### src/rtl/output_merge4.sv
// Router output stage: merges four two-phase bundled-data sources onto one link
// with round-robin arbitration, synchronising all handshakes into clk.
module output_merge4 #(
  parameter int n           = 32,
  parameter int SYNC_STAGES = 2
) (
  input  logic                clk,
  input  logic                rst,
  input  logic [3:0]          in_req,
  output logic [3:0]          in_ack,
  input  logic [3:0][n-1:0]   in_data,
  output logic                out_req,
  input  logic                out_ack,
  output logic [n-1:0]        out_data
);

  // state   | meaning
  // S_IDLE  | no flit in flight; grant the next pending source
  // S_WAIT  | flit on the link; waiting for out_ack parity to match out_req
  typedef enum logic {S_IDLE, S_WAIT} state_t;

  state_t                 state;
  logic [1:0]             last_grant;
  logic [3:0]             req_sync [SYNC_STAGES];
  logic [SYNC_STAGES-1:0] ack_sync;
  logic [3:0]             req_s;
  logic                   ack_s;
  logic [3:0]             pending;
  logic                   grant_valid;
  logic [1:0]             grant;
  logic [1:0]             idx;

  always_ff @(posedge clk or posedge rst) begin
    if (rst) begin
      for (int k = 0; k < SYNC_STAGES; k++) req_sync[k] <= '0;
      ack_sync <= '0;
    end else begin
      req_sync[0] <= in_req;
      for (int k = 1; k < SYNC_STAGES; k++) req_sync[k] <= req_sync[k-1];
      ack_sync <= {ack_sync[SYNC_STAGES-2:0], out_ack};
    end
  end

  assign req_s   = req_sync[SYNC_STAGES-1];
  assign ack_s   = ack_sync[SYNC_STAGES-1];
  assign pending = req_s ^ in_ack;

  // Scan downward so the nearest index after last_grant wins.
  always_comb begin
    grant_valid = 1'b0;
    grant       = last_grant;
    idx         = '0;
    for (int k = 4; k >= 1; k--) begin
      idx = last_grant + 2'(k);
      if (pending[idx]) begin
        grant_valid = 1'b1;
        grant       = idx;
      end
    end
  end

  always_ff @(posedge clk or posedge rst) begin
    if (rst) begin
      state      <= S_IDLE;
      last_grant <= 2'd3;
      in_ack     <= '0;
      out_req    <= 1'b0;
      out_data   <= '0;
    end else begin
      case (state)
        S_IDLE: begin
          if (grant_valid) begin
            out_data      <= in_data[grant];
            out_req       <= ~out_req;
            in_ack[grant] <= ~in_ack[grant];
            last_grant    <= grant;
            state         <= S_WAIT;
          end
        end
        S_WAIT: begin
          if (ack_s == out_req) state <= S_IDLE;
        end
        default: state <= S_IDLE;
      endcase
    end
  end

endmodule

### config.mk
export PLATFORM = sky130hd
export DESIGN_NAME = output_merge4
export DESIGN_NICKNAME = d
export VERILOG_FILES = /design/src/rtl/output_merge4.sv
export SDC_FILE = /design/constraint.sdc
export NUM_CORES = 1
export LEC_CHECK = 0
export CAP_MARGIN = 20
export CORE_UTILIZATION = 36
export DETAILED_ROUTE_END_ITERATION = 16
export GPL_TIMING_DRIVEN = 0
export PLACE_DENSITY = 0.8
export SLEW_MARGIN = 25
export SYNTH_ARGS = -nofsm -noshare
export SYNTH_HDL_FRONTEND = slang
export SYNTH_SLANG_ARGS = --single-unit
### constraint.sdc
create_clock -name clk -period 2.3 [get_ports clk]
set_clock_uncertainty 0.2 [all_clocks]
set_input_delay 0.23 -clock clk [delete_from_list [all_inputs] [get_ports clk]]
set_output_delay 0.23 -clock clk [all_outputs]
set_load 0.05 [all_outputs]
==> summary.md, run 1 <==
| Metric | Value |
|---|---|
| Total GRT Usage | 23.9% |
| Fin crit period | 2.27 ns |
| PD cells | 1690 nW/µm² |
| Clock slew at the register clock pins of the worst setup and hold paths | 0.10 ns |
| Residual DRC count | 0 |
| Cell count of the worst reg-to-reg path | 6 |
| Via-per-instance ratio | 5.39 |
| Max Clock Freq | 440 MHz |
| Routability congestion estimate | 0.870 |
| Cell area after layout | 4800 µm² |
| Post-Syn Area | 2630 µm² |
| Post-Synthesis Cells | 275 |
| Routed wire per std cell | 17.3 µm |
| Die Ht | 87.5 µm |
| Vias in the first global route | 2935 |
| Clk buf depth | 2 |
| Netlist cell types | 29 |
| Commonest non-fill, non-tap cell in the layout | clkdlybuf4s50_1 |
| Core ar. | 6910 µm² |
| CP top delay family | compound AO/OA/AOI/OAI gates |
| Share of cells above drive strength 1 | 14.1% |
| RR Endpoint | out_data[1]$_DFFE_PP0P_ |
| DP Area | 4460 µm² |
| WP data arrival | 2.25 ns |
| DIE WIDTH | 87.5 µm |
| Slew HR | 58.4% |
| Syn. warnings | 0 |
| Placed cell count | 542 |
| TritonCTS Buffers | 5 |
| CP Class | reg -> reg |
| Die area | 7650 µm² |
| Wirelength, routed | 9520 µm |
| Sink Count | 50 |
| CTS tree | yes |
| Max VDD drop | 0.904 mV |
| # nets final | 589 |
| Flops & latches, synth | 50 |
| H-tree depth | 2 |
| Number of diodes | 0 |
| Fill cell count | 567 |
| Synth top area share | 45.7% |
| Post-route antenna net violation count | 0 |
| PortBufs | 171 |
| Vias | 2972 |
| DRT Pass-1 Iters | 4 |
| FP Rows | 30 |
| Pin slew with the least headroom to its limit | 0.623 ns |
| HP Class | reg -> reg |
| Period utilization | 98.7% |
| Global-route wire length before repair | 14000 µm |
| Most area-consuming cells after synthesis | dfrtp_1 (46%), a221oi_1 (11%), a311oi_1 (11%) |
| RSZ-0062 raised after global routing | yes |
| Total gr overflow | 0 |
| Worst Path Max Fanout | 10 |
| Synthesis-to-finish area growth | 82.5% |
| Max_cap viols | 0 |
| Worst Path Required | 2.28 ns |
| Outcome | finished clean |
| Initial antenna violation count | 0 |
| Final Hold Violating Endpoints | 0 |
| Final Setup Violations | 0 |
| Worst Path Buf+Inv | 1 |
| Leak | 0.00188 µW |
| Clock Tree Root | clkbuf_8 |
| Finished Layout Cells | 551 |
| CP cell instances | xnor2_2 > o221a_2 > o21a_2 > buf_2 > a221oi_1 > a311oi_2 |
| # hold bufs at CTS | 0 |
| Commonest cells after routing, fill and taps aside | clkdlybuf4s50_1 (171), nand2_1 (64), dfrtp_1 (44), nor2_1 (37), a221oi_1 (30) |
| Starting Density | 38.1% |
| Setup crit end kind | flop |
| Hold Startpoint | req_sync[6]$_DFF_PP0_ |
| Crit-path slowest cell | dfrtp_2 |
| Seq/Total Area, Yosys | 47.7% |
| Mean area per synthesized cell | 9.56 µm² |
| Syn nets | 410 |
| Hold Path Sink | req_s[2]$_DFF_PP0_ |
| CP startpoint kind | flop |
| TNS Setup | 0 ns |
| Io pins | 172 |
| R2R Setup Slk | 0.03 ns |
| Final HPWL DP | 7070 µm |
| Max stage delay on crit path | 0.49 ns |
| Largest net degree at the start of global routing | 51 |
| DRT iter0 DRCs | 188 |
| Worst skew pair latency | 0.30 ns |
| Reg-to-Reg Start | in_ack[3]$_DFFE_PP0P_ |
| Yosys top cell by area | dfrtp_1 |
| Final Max Tran Viols | 0 |
| WHS Path Cells | 0 |
[stage by stage]
step	setup WS, ns	hold WS, ns	power (µW)	util [%]
after CTS	0.0153	0.152	7710	66.9
after floorplan	0.0106	0.0614	5200	-
after global placement	-0.333	0.135	6840	64.6
after global routing	-0.0590	0.158	8600	69.5
final	0.0288	0.155	8090	69.5
after detailed placement	-0.0756	0.135	6940	64.6
[metal layers]
layer  track usage [%]  up-vias  part of all wire [%]
met1              28.5     1416                    39
met2              41.8      150                    52
met4              8.05        0                   2.1
met3              6.16       18                   7.8
li1                  -     1388                     -
met5                 0        -                     0
[repair_timing]
item,CTS,global route
setup buffers,0,2
pin swaps,0,4
setup endpoints to repair,31,33
resized for setup,4,30
[power breakdown]
part / switching (µW) / internal, µW / total (µW)
Clock: 301 / 436 / 737
Sequential: 314 / 1310 / 1620
Combinational: 3560 / 2170 / 5730
Total: 4180 / 3910 / 8090
[sequential cells by signal (all words and copies together), names as in the netlist]
| register | cells |
|---|---|
| ack_sync | 2 |
| in_ack | 4 |
| last_grant | 2 |
| out_data | 32 |
| out_req | 1 |
| req_s | 4 |
| req_sync | 4 |
| state | 1 |
[cell families after synthesis]
logic type	Yosys count	share of synthesized area [%]
xor gates and xnor gates	13	4.33
and+or+nand+nor	106	15.4
AOI/OAI and AO/OA	80	26.8
buffers and inverters	26	5.76
DFF	50	47.7
[final cells by class]
class / count / area [µm²] / area share, %
Buffer: 23 / 156 / 3.26
Clock inverter: 3 / 68.8 / 1.43
Inverter: 2 / 10.0 / 0.208
Tap cell: 96 / 120 / 2.50
Sequential cell: 50 / 1260 / 26.2
Multi-Input combinational cell: 199 / 1390 / 29.0
Clock buffer: 5 / 68.8 / 1.43
Timing Repair Buffer: 173 / 1730 / 36.0
[worst max-delay path by stage]
stage                               endpoint  slack [ns]  cells after the start                  start
finish               out_data[1]$_DFFE_PP0P_        0.03                      6  in_ack[3]$_DFFE_PP0P_
global route        out_data[21]$_DFFE_PP0P_       -0.06                      6     req_s[3]$_DFF_PP0_
CTS                  out_data[1]$_DFFE_PP0P_        0.02                      6  in_ack[3]$_DFFE_PP0P_
detailed placement   out_data[1]$_DFFE_PP0P_       -0.08                      6  in_ack[2]$_DFFE_PP0P_
global placement       in_ack[1]$_DFFE_PP0P_       -0.33                      2                    rst
floorplan           out_data[13]$_DFFE_PP0P_        0.01                      7  in_ack[3]$_DFFE_PP0P_
[synth_stat cells (all sizes together)]
cell,instances
a21oi,1
dfstp,2
o211ai,1
inv,2
a21o,1
o221a,1
buf,21
o221ai,2
dfrtp,48
nand2,64
o21a,2
xnor2,4
xor2,9
a221oi,33
o21ai,2
nor2,38
nor3,2
nand3,2
a22oi,3
clkbuf,3
a311oi,32
a41oi,2
Note: power is estimated with default switching activity, not from simulation.
==> run 2, diff against run 1 <==
- CORE_UTILIZATION: 36 -> 33
- PLACE_DENSITY: 0.8 -> 0.77
- clock period: 2.3 -> 2 ns (I/O delays scaled with it)
==> summary.md, run 2 (synthesis gave the netlist of run 1 again) <==
| Metric | Value |
|---|---|
| Max_cap viols | 0 |
| FP Rows | 32 |
| Vias in the first global route | 3159 |
| Max Clock Freq | 463 MHz |
| Die area | 8330 µm² |
| FF/Latch Area | 1260 µm² |
| Initial antenna violation count | 0 |
| Worst Path Required | 1.99 ns |
| Residual DRC count | 0 |
| Share of cells above drive strength 1 | 24.9% |
| TNS Setup | -3.71 ns |
| # nets final | 604 |
| Fraction of power consumed by sequential logic | 17.2% |
| Clk buf depth | 2 |
| PD cells | 2030 nW/µm² |
| Via-per-instance ratio | 5.33 |
| R2R Setup Slk | -0.16 ns |
| DP Area | 4510 µm² |
| Final Setup Violations | 33 |
| Switching share of power | 51.1% |
| Die Ht | 91.3 µm |
| HP Class | in -> reg |
| RSZ-0062 raised after global routing | yes |
| Multi-input logic area | 1720 µm² |
| Final Hold Violating Endpoints | 0 |
| DIE WIDTH | 91.3 µm |
| Clock Tree Root | clkbuf_8 |
| DRT Pass-1 Iters | 4 |
| Total gr overflow | 0 |
| Sink Count | 50 |
| TritonCTS Buffers | 5 |
| Commonest cells after routing, fill and taps aside | clkdlybuf4s50_1 (166), nand2_1 (64), dfrtp_1 (42), nor2_1 (37), a221oi_2 (22) |
| Failing checks | negative setup slack |
| Core ar. | 7730 µm² |
| WP data arrival | 2.16 ns |
| Worst Path Max Fanout | 10 |
| PortBufs | 171 |
| Largest net degree at the start of global routing | 51 |
| Slew HR | 57.9% |
| Final HPWL DP | 7090 µm |
| Final Max Tran Viols | 0 |
| Max stage delay on crit path | 0.47 ns |
| Setup crit end kind | flop |
| Cell area after layout | 5320 µm² |
| Leak | 0.00209 µW |
| Commonest non-fill, non-tap cell in the layout | clkdlybuf4s50_1 |
| Worst setup path end | out_data[27]$_DFFE_PP0P_ |
| CP startpoint kind | flop |
| Max VDD drop | 1.00 mV |
| Internal power | 5280 µW |
| Wirelength, routed | 10300 µm |
| DRT iter0 DRCs | 94 |
| Clock Power Share | 6.5% |
| Cell count of the worst reg-to-reg path | 7 |
| Fill cell count | 572 |
| Vias | 3050 |
| Synthesis-to-finish area growth | 102% |
| Global-route wire length before repair | 16000 µm |
| Pin slew with the least headroom to its limit | 0.632 ns |
| CTS tree | yes |
| Critical Path Source | in_ack[3]$_DFFE_PP0P_ |
| CP Class | reg -> reg |
| Placed cell count | 548 |
| Routability congestion estimate | 0.787 |
| Reg-to-Reg Start | in_ack[3]$_DFFE_PP0P_ |
| Routed wire per std cell | 18.0 µm |
| Post-route antenna net violation count | 0 |
| Finished Layout Cells | 572 |
| Logic pwr share | 76.3% |
| Largest register by flop count | out_data |
| Fin crit period | 2.16 ns |
| Switching Power | 5520 µW |
| H-tree depth | 2 |
| Number of diodes | 0 |
| Worst Path Buf+Inv | 2 |
| Crit-path slowest cell | dfrtp_2 |
| Max reg flops | 32 |
| Setup ws final | -0.162 ns |
| Period utilization | 108% |
| Stages on the worst setup path | 7 |
| Outcome | complete, but fails checks |
| Io pins | 172 |
| RR Endpoint | out_data[27]$_DFFE_PP0P_ |
| Clock slew at the register clock pins of the worst setup and hold paths | 0.09 ns |
| Starting Density | 34.0% |
| Total GRT Usage | 24.6% |
| CP top delay family | compound AO/OA/AOI/OAI gates |
| Worst skew pair latency | 0.29 ns |
| CP cell instances | xnor2_2 > o221a_4 > o21a_4 > buf_8 > buf_6 > nand2_1 > a311oi_2 |
-- run 2: cell types whose count changed in the layout (fill, tap and decap cells not counted), moves of 3 or more --
| cell | before | now |
|---|---|---|
| a221oi_1 | 30 | 6 |
| a221oi_2 | 2 | 22 |
| a221oi_4 | 1 | 5 |
| a311oi_1 | 23 | 18 |
| a311oi_2 | 9 | 14 |
| buf_2 | 12 | 1 |
| buf_4 | 3 | 21 |
| buf_6 | 3 | 12 |
| clkdlybuf4s50_1 | 171 | 166 |
| dlymetal6s2s_1 | 0 | 3 |
-- run 2: area by class of cell --
cell class / count / share of cell area (%)
plain buffers: 23 / 4.35
clock inverters: 1 / 0.565
clock buffers: 7 / 1.44
repair buffers: 188 / 35.0
flip-flops and latches: 50 / 23.7
well taps: 102 / 2.40
inverters: 2 / 0.188
multi-input cells: 199 / 32.3
-- run 2: through the flow --
stage | util [%] | power [µW] | hold WS, ns | setup slack [ns]
after global placement | 58.3 | 7920 | 0.135 | -0.763
after floorplan | - | 6030 | 0.0314 | -0.0701
after CTS | 65.0 | 9940 | 0.131 | -0.128
after global routing | 68.8 | 11400 | 0.119 | -0.270
after detailed placement | 58.4 | 8040 | 0.136 | -0.364
final | 68.8 | 10800 | 0.133 | -0.162
-- run 2: worst reg2reg max path, delay by kind of cell, from the launching register on --
family,cells,cell delay (ns)
XOR/XNOR,1,0.31
flip-flops,1,0.47
buffers and inverters,2,0.29
AO/OA/AOI/OAI,3,0.73
AND/OR/NAND/NOR,1,0.07
-- run 2: what timing repair did --
item,4_1_cts,5_1_grt
setup buffers,9,8
pin swaps,23,14
hold buffers,0,0
gates resized for setup,70,44
endpoints found under the setup margin,37,40
-- run 2: power by group through the flow --
stage	Combinational [µW]	Sequential [µW]	Clock, µW
3_5_place_dp	6220	1820	0
2_1_floorplan	2910	3120	0
3_3_place_gp	6130	1790	0
6_report	8240	1850	706
5_1_grt	8770	1920	757
4_1_cts	7380	1840	722
-- run 2: per-layer routing --
layer  vias up  GRT usage (%)  part of all wire (%)
li1       1423              -                     -
met1      1472           27.9                    39
met2       143           45.1                    53
met3        12           6.45                   6.7
met4         0           6.88                   1.5
met5         -              0                     0
-- run 2: worst min path at each step --
| stage | from | end | slack, ns | cells past startpoint |
|---|---|---|---|---|
| floorplan | out_ack | ack_sync[0]$_DFF_PP0_ | 0.03 | 0 |
| global placement | req_sync[6]$_DFF_PP0_ | req_s[2]$_DFF_PP0_ | 0.13 | 0 |
| detailed placement | req_sync[7]$_DFF_PP0_ | req_s[3]$_DFF_PP0_ | 0.14 | 0 |
| CTS | out_ack | ack_sync[0]$_DFF_PP0_ | 0.13 | 1 |
| global route | out_ack | ack_sync[0]$_DFF_PP0_ | 0.12 | 1 |
| finish | in_req[3] | req_sync[7]$_DFF_PP0_ | 0.13 | 1 |
==> run 3, diff against run 2 <==
- CAP_MARGIN: 20 -> 10
==> results of run 3 <==
Same layout as run 2: the final DEF is identical, and so are final timing and power.
